--- config.mk ---
export PLATFORM = sky130hd
export DESIGN_NAME = ram_arbiter
export DESIGN_NICKNAME = d
export VERILOG_FILES = /design/src/rtl/ram_arbiter.sv
export SDC_FILE = /design/constraint.sdc
export NUM_CORES = 1
export LEC_CHECK = 0
export BUFFER_PORTS_ARGS = -buffer_cell sky130_fd_sc_hd__clkbuf_2
export CAP_MARGIN = 10
export CORE_MARGIN = 1.5
export CORE_UTILIZATION = 49
export DETAILED_ROUTE_END_ITERATION = 8
export GPL_ROUTABILITY_DRIVEN = 0
export GPL_TIMING_DRIVEN = 0
export HOLD_SLACK_MARGIN = 0.05
export PLACE_DENSITY = 0.87
export SYNTH_ARGS = -nofsm -noshare
export SYNTH_HDL_FRONTEND = slang
export SYNTH_SLANG_ARGS = --single-unit
--- constraint.sdc ---
create_clock -name clk -period 3.4 [get_ports clk]
set_input_delay 0.17 -clock clk [delete_from_list [all_inputs] [get_ports clk]]
set_output_delay 0.17 -clock clk [all_outputs]
set_load 0.005 [all_outputs]
--- src/rtl/ram_arbiter.sv ---
// ram_arbiter
//   Two-master round-robin arbiter and sequencer for a single-port synchronous
//   RAM (registered read data, one cycle read latency). Each master holds a
//   stable command with req high until it sees a one-cycle ack; read results
//   come back later with a one-cycle rvalid pulse and stay on mX_rdata until
//   that master's next read completes.
//
//   Optional feature (compile-time macro RAM_ARB_CLEAR_EN): after reset the
//   arbiter walks every RAM address writing zero before accepting requests.
//   Without the macro, reset leads straight to IDLE.
//
// Parameters
//   AW  RAM address width
//   DW  RAM data width
//
// Ports
//   clk, rst_n                 clock, asynchronous active-low reset
//   mX_req/we/addr/wdata       master X command (X = 0, 1)
//   mX_ack                     command issued to the RAM this cycle
//   mX_rvalid/mX_rdata         read completion pulse and held read data
//   ram_ena/wena/addr/din      registered RAM command
//   ram_dout                   RAM registered read data
//   busy                       arbiter not in IDLE

module ram_arbiter #(
  parameter int AW = 5,
  parameter int DW = 32
) (
  input  logic          clk,
  input  logic          rst_n,

  input  logic          m0_req,
  input  logic          m0_we,
  input  logic [AW-1:0] m0_addr,
  input  logic [DW-1:0] m0_wdata,
  output logic          m0_ack,
  output logic          m0_rvalid,
  output logic [DW-1:0] m0_rdata,

  input  logic          m1_req,
  input  logic          m1_we,
  input  logic [AW-1:0] m1_addr,
  input  logic [DW-1:0] m1_wdata,
  output logic          m1_ack,
  output logic          m1_rvalid,
  output logic [DW-1:0] m1_rdata,

  output logic          ram_ena,
  output logic          ram_wena,
  output logic [AW-1:0] ram_addr,
  output logic [DW-1:0] ram_din,
  input  logic [DW-1:0] ram_dout,

  output logic          busy
);

`ifdef RAM_ARB_CLEAR_EN
  typedef enum logic [1:0] {IDLE, ACCESS, RDATA, CLEAR} state_t;
  localparam state_t RST_STATE = CLEAR;
  // One past the last address: the clear walk is finished when the counter
  // reaches this value.
  localparam logic [AW:0] CLR_END = {1'b1, {AW{1'b0}}};
`else
  typedef enum logic [1:0] {IDLE, ACCESS, RDATA} state_t;
  localparam state_t RST_STATE = IDLE;
`endif

  state_t state_q, state_d;

  // last_q: 0 = m0 was granted last, 1 = m1. Resets to m1 so m0 wins the
  // first tie.
  logic          last_q, last_d;

  logic          ram_ena_q, ram_ena_d;
  logic          ram_wena_q, ram_wena_d;
  logic [AW-1:0] ram_addr_q, ram_addr_d;
  logic [DW-1:0] ram_din_q, ram_din_d;

  logic [DW-1:0] m0_rdata_q, m0_rdata_d;
  logic [DW-1:0] m1_rdata_q, m1_rdata_d;
  logic          m0_rvalid_q, m0_rvalid_d;
  logic          m1_rvalid_q, m1_rvalid_d;

`ifdef RAM_ARB_CLEAR_EN
  logic [AW:0]   clr_cnt_q, clr_cnt_d;
  logic          clr_done;
`endif

  logic          req_any;
  logic          grant_m1;

  // Arbitration: a lone request wins; on a tie the master not granted last wins.
  always_comb begin
    req_any  = m0_req | m1_req;
    grant_m1 = m1_req & (~m0_req | ~last_q);
  end

`ifdef RAM_ARB_CLEAR_EN
  always_comb begin
    clr_done = (clr_cnt_q == CLR_END);
  end
`endif

  // ---------------------------------------------------------------------------
  // State register
  // ---------------------------------------------------------------------------
  always_ff @(posedge clk or negedge rst_n) begin
    if (!rst_n) begin
      state_q <= RST_STATE;
    end else begin
      state_q <= state_d;
    end
  end

  // ---------------------------------------------------------------------------
  // Next-state logic
  // ---------------------------------------------------------------------------
  always_comb begin
    state_d = state_q;
    case (state_q)
      IDLE: begin
        if (req_any) begin
          state_d = ACCESS;
        end
      end
      ACCESS: begin
        // Writes complete on the RAM edge ending ACCESS; reads need one more
        // cycle for the registered RAM output.
        state_d = ram_wena_q ? IDLE : RDATA;
      end
      RDATA: begin
        state_d = IDLE;
      end
`ifdef RAM_ARB_CLEAR_EN
      CLEAR: begin
        if (clr_done) begin
          state_d = IDLE;
        end
      end
`endif
      default: begin
        state_d = IDLE;
      end
    endcase
  end

  // ---------------------------------------------------------------------------
  // Datapath next values: RAM command, owner, read capture
  // ---------------------------------------------------------------------------
  always_comb begin
    last_d      = last_q;
    ram_ena_d   = ram_ena_q;
    ram_wena_d  = ram_wena_q;
    ram_addr_d  = ram_addr_q;
    ram_din_d   = ram_din_q;
    m0_rdata_d  = m0_rdata_q;
    m1_rdata_d  = m1_rdata_q;
    m0_rvalid_d = 1'b0;
    m1_rvalid_d = 1'b0;
`ifdef RAM_ARB_CLEAR_EN
    clr_cnt_d   = clr_cnt_q;
`endif

    case (state_q)
      IDLE: begin
        if (req_any) begin
          ram_ena_d  = 1'b1;
          ram_wena_d = grant_m1 ? m1_we    : m0_we;
          ram_addr_d = grant_m1 ? m1_addr  : m0_addr;
          ram_din_d  = grant_m1 ? m1_wdata : m0_wdata;
          last_d     = grant_m1;
        end else begin
          ram_ena_d  = 1'b0;
          ram_wena_d = 1'b0;
        end
      end
      ACCESS: begin
        // A read keeps the command (ena=1, wena=0, same address) into RDATA.
        if (ram_wena_q) begin
          ram_ena_d  = 1'b0;
          ram_wena_d = 1'b0;
        end
      end
      RDATA: begin
        ram_ena_d  = 1'b0;
        ram_wena_d = 1'b0;
        if (last_q) begin
          m1_rdata_d  = ram_dout;
          m1_rvalid_d = 1'b1;
        end else begin
          m0_rdata_d  = ram_dout;
          m0_rvalid_d = 1'b1;
        end
      end
`ifdef RAM_ARB_CLEAR_EN
      CLEAR: begin
        // The command register runs one cycle behind the counter, so the
        // extra cycle at CLR_END lets the final write commit while still busy.
        if (!clr_done) begin
          ram_ena_d  = 1'b1;
          ram_wena_d = 1'b1;
          ram_addr_d = clr_cnt_q[AW-1:0];
          ram_din_d  = '0;
          clr_cnt_d  = clr_cnt_q + (AW+1)'(1);
        end else begin
          ram_ena_d  = 1'b0;
          ram_wena_d = 1'b0;
        end
      end
`endif
      default: begin
        ram_ena_d  = 1'b0;
        ram_wena_d = 1'b0;
      end
    endcase
  end

  always_ff @(posedge clk or negedge rst_n) begin
    if (!rst_n) begin
      last_q      <= 1'b1;
      ram_ena_q   <= 1'b0;
      ram_wena_q  <= 1'b0;
      ram_addr_q  <= '0;
      ram_din_q   <= '0;
      m0_rdata_q  <= '0;
      m1_rdata_q  <= '0;
      m0_rvalid_q <= 1'b0;
      m1_rvalid_q <= 1'b0;
    end else begin
      last_q      <= last_d;
      ram_ena_q   <= ram_ena_d;
      ram_wena_q  <= ram_wena_d;
      ram_addr_q  <= ram_addr_d;
      ram_din_q   <= ram_din_d;
      m0_rdata_q  <= m0_rdata_d;
      m1_rdata_q  <= m1_rdata_d;
      m0_rvalid_q <= m0_rvalid_d;
      m1_rvalid_q <= m1_rvalid_d;
    end
  end

`ifdef RAM_ARB_CLEAR_EN
  always_ff @(posedge clk or negedge rst_n) begin
    if (!rst_n) begin
      clr_cnt_q <= '0;
    end else begin
      clr_cnt_q <= clr_cnt_d;
    end
  end
`endif

  // ---------------------------------------------------------------------------
  // Outputs
  // ---------------------------------------------------------------------------
  always_comb begin
    m0_ack    = (state_q == ACCESS) & ~last_q;
    m1_ack    = (state_q == ACCESS) &  last_q;
    m0_rvalid = m0_rvalid_q;
    m1_rvalid = m1_rvalid_q;
    m0_rdata  = m0_rdata_q;
    m1_rdata  = m1_rdata_q;
    ram_ena   = ram_ena_q;
    ram_wena  = ram_wena_q;
    ram_addr  = ram_addr_q;
    ram_din   = ram_din_q;
    busy      = (state_q != IDLE);
  end

endmodule

# Word level (Yosys, flattened, before mapping)
# Index checks and enable logic that the tools add are counted.
# op_classes
n_eq_ne,4
mux,15
bitwise_logic,7
n_reduce_logical,5
# ops
operator,count
32-bit two-way mux,1
1-bit two-way mux,9
2-bit AND reduction,3
5-bit two-way mux,1
2-bit two-way mux,2
2-bit inequality test (second input constant),2
2-bit one-hot mux with 2 select lines,1
1-bit bitwise AND,3
2-bit by 1-bit equality test with 1-bit output (second input constant),1
2-bit equality test (second input constant),1
2-bit zero test,1
1-bit NOT,2
1-bit bitwise OR,2
1-bit one-hot mux with 2 select lines,1
2-bit nonzero test,1
# word_totals
reg_bits,108
input_bits,112
wordCells,41

# Depth between registers and ports, before layout
# Gate-level depths: netlist (run 1).
# logic_depth
depth_word,6
ltp_mapped,6

# Worst setup path before layout (run 1)
# No wires, ideal clock.
# synth_timing
kind,register to register
from,reg last_q
to,"reg m0_rdata_q[10], in the netlist m0_rdata[10]"
setup_ns,0.125
arrival_ns,1.305
required_time_ns,3.275
path_slack_ns,1.970
stages_incl_launch_ff,5
period_less_slack_ns,1.430
path_cell_list,dfstp_2 buf_4 nor3b_4 buf_6 mux2_2
# synth_between
elab_chain_len,2
# synth_rtl
item,line_no,source
start: declaration,72,"logic last_q, last_d;"
start signal: assignment,230,last_q <= last_d;
1-bit NOT (no source line),--,
2-bit AND reduction (no source line),--,
end signal: assignment,235,m0_rdata_q <= m0_rdata_d;
end: declaration,79,"logic [DW-1:0] m0_rdata_q, m0_rdata_d;"
# Every way passes these cells.
# A chain may end at the register's enable or synchronous reset.

# Final worst setup path (run 1)
# layout_timing
from,reg last_q
to,"reg ram_din_q[6], in the netlist ram_din[6]"
# layout_between
elab_chain_len,4
# layout_rtl
item,line_no,source
1-bit NOT (no source line),--,
1-bit bitwise OR,95,grant_m1 = m1_req & (~m0_req | ~last_q);
1-bit bitwise AND,95,
32-bit two-way mux,170,ram_din_d = grant_m1 ? m1_wdata : m0_wdata;
end signal: assignment,234,ram_din_q <= ram_din_d;
end: declaration,77,"logic [DW-1:0] ram_din_q, ram_din_d;"
# Every way passes these cells.

==> impl_metrics.toml, run 1 <==
[yosys]
synth_cell_type_count = 24
syn_area_per_cell_um2 = 12.0
ys_async_sr_fraction = 1.00
synthesis.area_um2 = 4410
yosys_warnings = 0
syn_inst = 368
ys.flop_type = "dfrtp_1"
seq_area_frac_synth = 0.613
synth_edf_count = 0
synth-seq-cells = 108
syn_nets = 480

[worst_hold_path]
whs_endpoint = "m1_rdata[16]"
whs_path_depth = 2
hold_class = "input port to flop"
min_from = "ram_dout[16]"

[critical_path]
cp.arrival_ns = 2.53
reg2reg_depth = 7
r2r_end = "ram_din[6]"
start_kind = "flop"
r2r-start = "last_q"
slowest_stage = "dlygate4sd3_1"
endpoint_kind = "flop"
cp_max_fo = 10
crit_type = "flop to flop"
max_stage_delay_ns = 0.60
critPathRequiredTime_ns = 3.69
path_common_cell = "buf_4"
reg2reg_slack_ns = 1.17
cp_num_buf_inv = 4
worst-path-stages = 7
cpLargestDelayFamily = "buffers and inverters"
cp_cell_sequence = "buf_4, a21bo_2, buf_4, buf_2, nand2_1, a31oi_1, dlygate4sd3_1"

[clock_network]
cts-resized-gates = 0
cts_root_buf = "clkbuf_8"
clk_pin_slew_worst_paths_ns = 0.11
cts_buffers = 9
clk_latency_ns = 0.35
clock_sinks = 108
cts_tree = "done"
cts.path.max_buffers = 2
h-tree-depth = 3

[power]
power_density_nw_per_um2 = 845
leakagePower_nw = 3.26
worst_ir_drop_vdd_v = 0.000456

[cells_and_area]
fill_cells = 555
nNetsFinal = 782
area_delta_synth_final_pct = 48.9
n_antenna_cell = 0
drive_above_1_share = 0.476

[routing]
drt_iter0_markers = 217
drc = 0
vias_per_cell = 5.46
routed_wl_um = 13900
ant_nets = 0
num_vias = 4272
wire_per_inst_um = 17.8
drtPass1Iterations = 5

[global_routing]
grt_max_degree = 63
track_usage = 0.292
grt_overflow_total = 0
grt_pass1_wl_um = 22100
first_global_vias = 4450
antenna_found_initial = 0

[timing]
layout_min_cycle_time_ns = 2.23
min_period_over_period = 0.656
slew_violations = 0
whs_ns = 0.0647
fmax_mhz = 448
rsz0062_at_grt = "false"
fin_setup_tns_ns = 0
skew_ns = 0.0150
finalSetupViolCount = 0
worst_pin_slew_ns = 0.664
hold_violations = 0
maxSlewHeadroom = 0.558

[floorplanning]
io_pins = 220
coreArea_um2 = 8720
die_w_um = 97.9
dieArea_um2 = 9580
die_h_um = 97.9
rows = 34
initial_utilization = 0.506

[place]
portBuffers = 219
hpwlAfterDp_um = 8430

[status]
status = "completed"

[job]
maxCapViolCount = 0
-- cells in the mapped netlist (all sizes together) (2+ instances only) --
master  number  area, um^2
nand2       76         285
a31oi       38         238
mux2        64         721
nor2         4        17.5
inv          3        11.3
a21boi       2        15.0
dfrtp      107        2680
a21oi       38         190
buf         18         126
clkbuf      10        38.8
-- state kept, by name (all words and copies together), names as in the netlist --
register,count
m1_rvalid,1
m0_rvalid,1
state_q,2
last_q,1
ram_addr,5
ram_ena,1
m1_rdata,32
m0_rdata,32
ram_wena,1
ram_din,32
-- worst max-delay path by stage --
| stage | end | slack [ns] | startpoint |
|---|---|---|---|
| 4_1_cts | ram_din[3] | 1.30 | last_q |
| 3_3_place_gp | ram_din[14] | 0.85 | rst_n |
| 2_1_floorplan | m0_rdata[10] | 1.97 | last_q |
| 6_report | ram_din[6] | 1.17 | last_q |
| 5_1_grt | ram_din[2] | 1.07 | last_q |
| 3_5_place_dp | m1_rdata[26] | 1.75 | last_q |
-- cell usage in the layout, fill, tap and decap left out, types with 2 or more instances in the layout --
master         count
a31oi_1           38
nor2_1             3
clkinv_2           2
clkbuf_1           9
inv_6              3
mux2_1             2
buf_6              3
dfrtp_1          107
dlygate4sd3_1     71
inv_1              3
mux2_2            62
a21oi_1           38
nand2_1           76
buf_2              8
clkbuf_8          10
clkbuf_2         219
buf_4              7
-- through the flow --
stage          area [um^2]  setup slack [ns]  cells  power [mW]   util
6_report              6560              1.17    783        5.55  0.753
5_1_grt               6560              1.07    783        5.87  0.753
4_1_cts               6550              1.30    782        5.44  0.752
3_5_place_dp          5670              1.75    696        4.45  0.650
3_3_place_gp          5640             0.849    695        4.34  0.647
2_1_floorplan         4410              1.97    368        3.38      -
-- metal layers --
layer | vias up | GRT usage | part of all wire
met5 | - | 0 | 0
met1 | 2047 | 0.343 | 0.37
met2 | 294 | 0.508 | 0.51
met4 | 0 | 0.145 | 0.037
met3 | 51 | 0.0616 | 0.086
li1 | 1880 | - | -
-- timing repair --
item / 4_1_cts / 5_1_grt
hold buffers: 70 / 1
hold endpoints to repair: 97 / 1
buffers inserted: 0 / 0
setup endpoints to repair: 0 / 0
-- final cells by class --
cell class              instances  area [um^2]  area share
repair buffers                291         1840       0.280
multi-input cells             229         1530       0.233
flip-flops and latches        108         2700       0.412
plain buffers                  28          165      0.0252
clock buffers                  10          138      0.0210
inverters                       3         11.3     0.00172
well taps                     108          135      0.0206
clock inverters                 6         45.0     0.00686
-- power by group --
group	switching [mW]	internal [mW]
Sequential	0.394	1.94
Clock	0.444	0.294
Combinational	1.13	1.34
-- cells by family after synthesis --
| logic type | synth area share |
|---|---|
| buf+inv | 0.0400 |
| flops | 0.613 |
| compound gates | 0.104 |
| simple gates | 0.0789 |
| mux | 0.163 |
Note: power is estimated with default switching activity, not from simulation.
==> run 2: changes to the inputs <==
Settings changed: CORE_UTILIZATION 49 to 46, PLACE_DENSITY 0.87 to 0.82.
Clock period 3.4 ns to 2.2 ns, I/O delays scaled along.
==> run 2 against run 1 <==
Against the previous run: combinational power is 73% higher; first-iteration DRC count decreased by 20%; power rose by 65%; via count up 4.9%; the run now ends with negative setup slack left; clock skew down 0.0011 ns; die area rose by 6.3%; clock-buffer cell count shrank 1; sequential cell count stayed put; setup slack lost 1.2 ns.
==> impl_metrics.toml, run 2 (same netlist as run 1, synthesis figures left out) <==
[timing]
skew_ns = 0.0139
worst_pin_slew_ns = 0.621
hold_violations = 0
layout_min_cycle_time_ns = 2.20
fin_setup_tns_ns = -0.00292
fmax_mhz = 454
whs_ns = 0.325
rsz0062_at_grt = "true"
min_period_over_period = 1.00
finalWorstSetupSlack_ns = -0.00292
finalSetupViolCount = 1
slew_violations = 0
maxSlewHeadroom = 0.586

[global_routing]
antenna_found_initial = 0
grt_pass1_wl_um = 22600
grt_max_degree = 67
first_global_vias = 4597
grt_overflow_total = 0
track_usage = 0.288

[power]
p_sw_frac = 0.352
p_sw_mw = 3.23
finalPower_mw = 9.17
p_seq_frac = 0.392
p_int_mw = 5.94
pwr-share-clk = 0.141
power_density_nw_per_um2 = 1300
leakagePower_nw = 3.46
pwr-share-comb = 0.467
worst_ir_drop_vdd_v = 0.000719

[cells_and_area]
regArea_um2 = 2700
nNetsFinal = 824
layout_common_cells = "clkbuf_2 (225), dlygate4sd3_1 (111), dfrtp_1 (107)"
final_cells = 846
area_delta_synth_final_pct = 60.4
layout_commonest_cell = "clkbuf_2"
n_antenna_cell = 0
fill_cells = 560
drive_above_1_share = 0.460
multiInputGateArea_um2 = 1540

[critical_path]
critPathRequiredTime_ns = 2.49
cp_max_fo = 10
endpoint_kind = "flop"
crit_type = "flop to flop"
cp.arrival_ns = 2.49
start_kind = "flop"

[floorplanning]
rows = 35
coreArea_um2 = 9280
die_w_um = 101
die_h_um = 101
initial_utilization = 0.475
dieArea_um2 = 10200
io_pins = 220

[worst_hold_path]
hold_class = "input port to asynchronous set/reset pin"

[clock_network]
clk_latency_ns = 0.36
cts_tree = "done"
cts_root_buf = "clkbuf_8"
clock_sinks = 108
h-tree-depth = 3
cts.path.max_buffers = 2
clk_pin_slew_worst_paths_ns = 0.11
cts_buffers = 9

[place]
hpwlAfterDp_um = 8440
portBuffers = 219
dp_slack_ns = 0.611
dp_cells = 717

[status]
status = "complete, but fails checks"
violations = "negative setup slack"

[routing]
num_vias = 4480
drtPass1Iterations = 5
vias_per_cell = 5.30
routed_wl_um = 15000
drc = 0
drt_iter0_markers = 174
ant_nets = 0
wire_per_inst_um = 17.7

[job]
maxCapViolCount = 0
[run 2: cell types whose count changed in the layout (fill, tap and decap cells not counted), sizes merged]
cell	before	now
clkinv	3	2
clkbuf	239	238
dlygate4sd3	71	111
bufinv	0	1
clkinvlp	0	1
buf	19	21
[run 2: through the flow]
stage | instance area [um^2] | util
global route | 7070 | 0.762
CTS | 7030 | 0.757
detailed placement | 5700 | 0.614
floorplan | 4410 | -
finish | 7070 | 0.762
global placement | 5670 | 0.610
[run 2: final cells by class]
| type | count | share of cell area |
|---|---|---|
| inverters | 3 | 0.00159 |
| plain buffers | 28 | 0.0260 |
| multi-input cells | 229 | 0.218 |
| flip-flops and latches | 108 | 0.382 |
| clock inverters | 7 | 0.0133 |
| well taps | 129 | 0.0228 |
| clock buffers | 9 | 0.0175 |
| repair buffers | 333 | 0.319 |
[run 2: layer usage]
metal	share of wire	up-vias	track usage
li1	-	1970	-
met1	0.36	2129	0.319
met2	0.51	318	0.523
met3	0.092	63	0.0707
met4	0.039	0	0.124
met5	0	-	0
[run 2: worst paths after layout]
check	from	to	cells past startpoint	slack, ns
worst max-delay path	last_q	ram_din[28]	7	-0.003
worst min register to register	ram_ena	ram_ena	1	0.50
max in group asynchronous	rst_n	m0_rdata[30]	3	1.15
worst max register to register	last_q	ram_din[28]	7	-0.003
min in group clk	ram_ena	ram_ena	1	0.50
worst min-delay path	rst_n	m1_rdata[16]	2	0.33
[run 2: worst max-delay path, stage by stage (launching register included)]
cell and delay [ns]:
dfstp_2 0.53, buf_4 0.16, a21bo_2 0.15, buf_4 0.19, buf_6 0.16, nand2_1 0.10
a31oi_1 0.26, dlygate4sd3_1 0.59
[run 2: power by group through the flow]
stage	sequential [mW]	clock, mW	combinational (mW)
after global placement	3.51	0	3.20
after floorplan	3.60	0	1.64
after CTS	3.53	1.32	4.03
after detailed placement	3.57	0	3.30
after global routing	3.69	1.39	4.60
final	3.60	1.29	4.28
[run 2: repair_timing]
action                     4_1_cts  5_1_grt
hold buffers                   111        0
hold endpoints to repair       144        0
setup buffers                    0        2
resized for setup                0       21
setup endpoints to repair        0       23
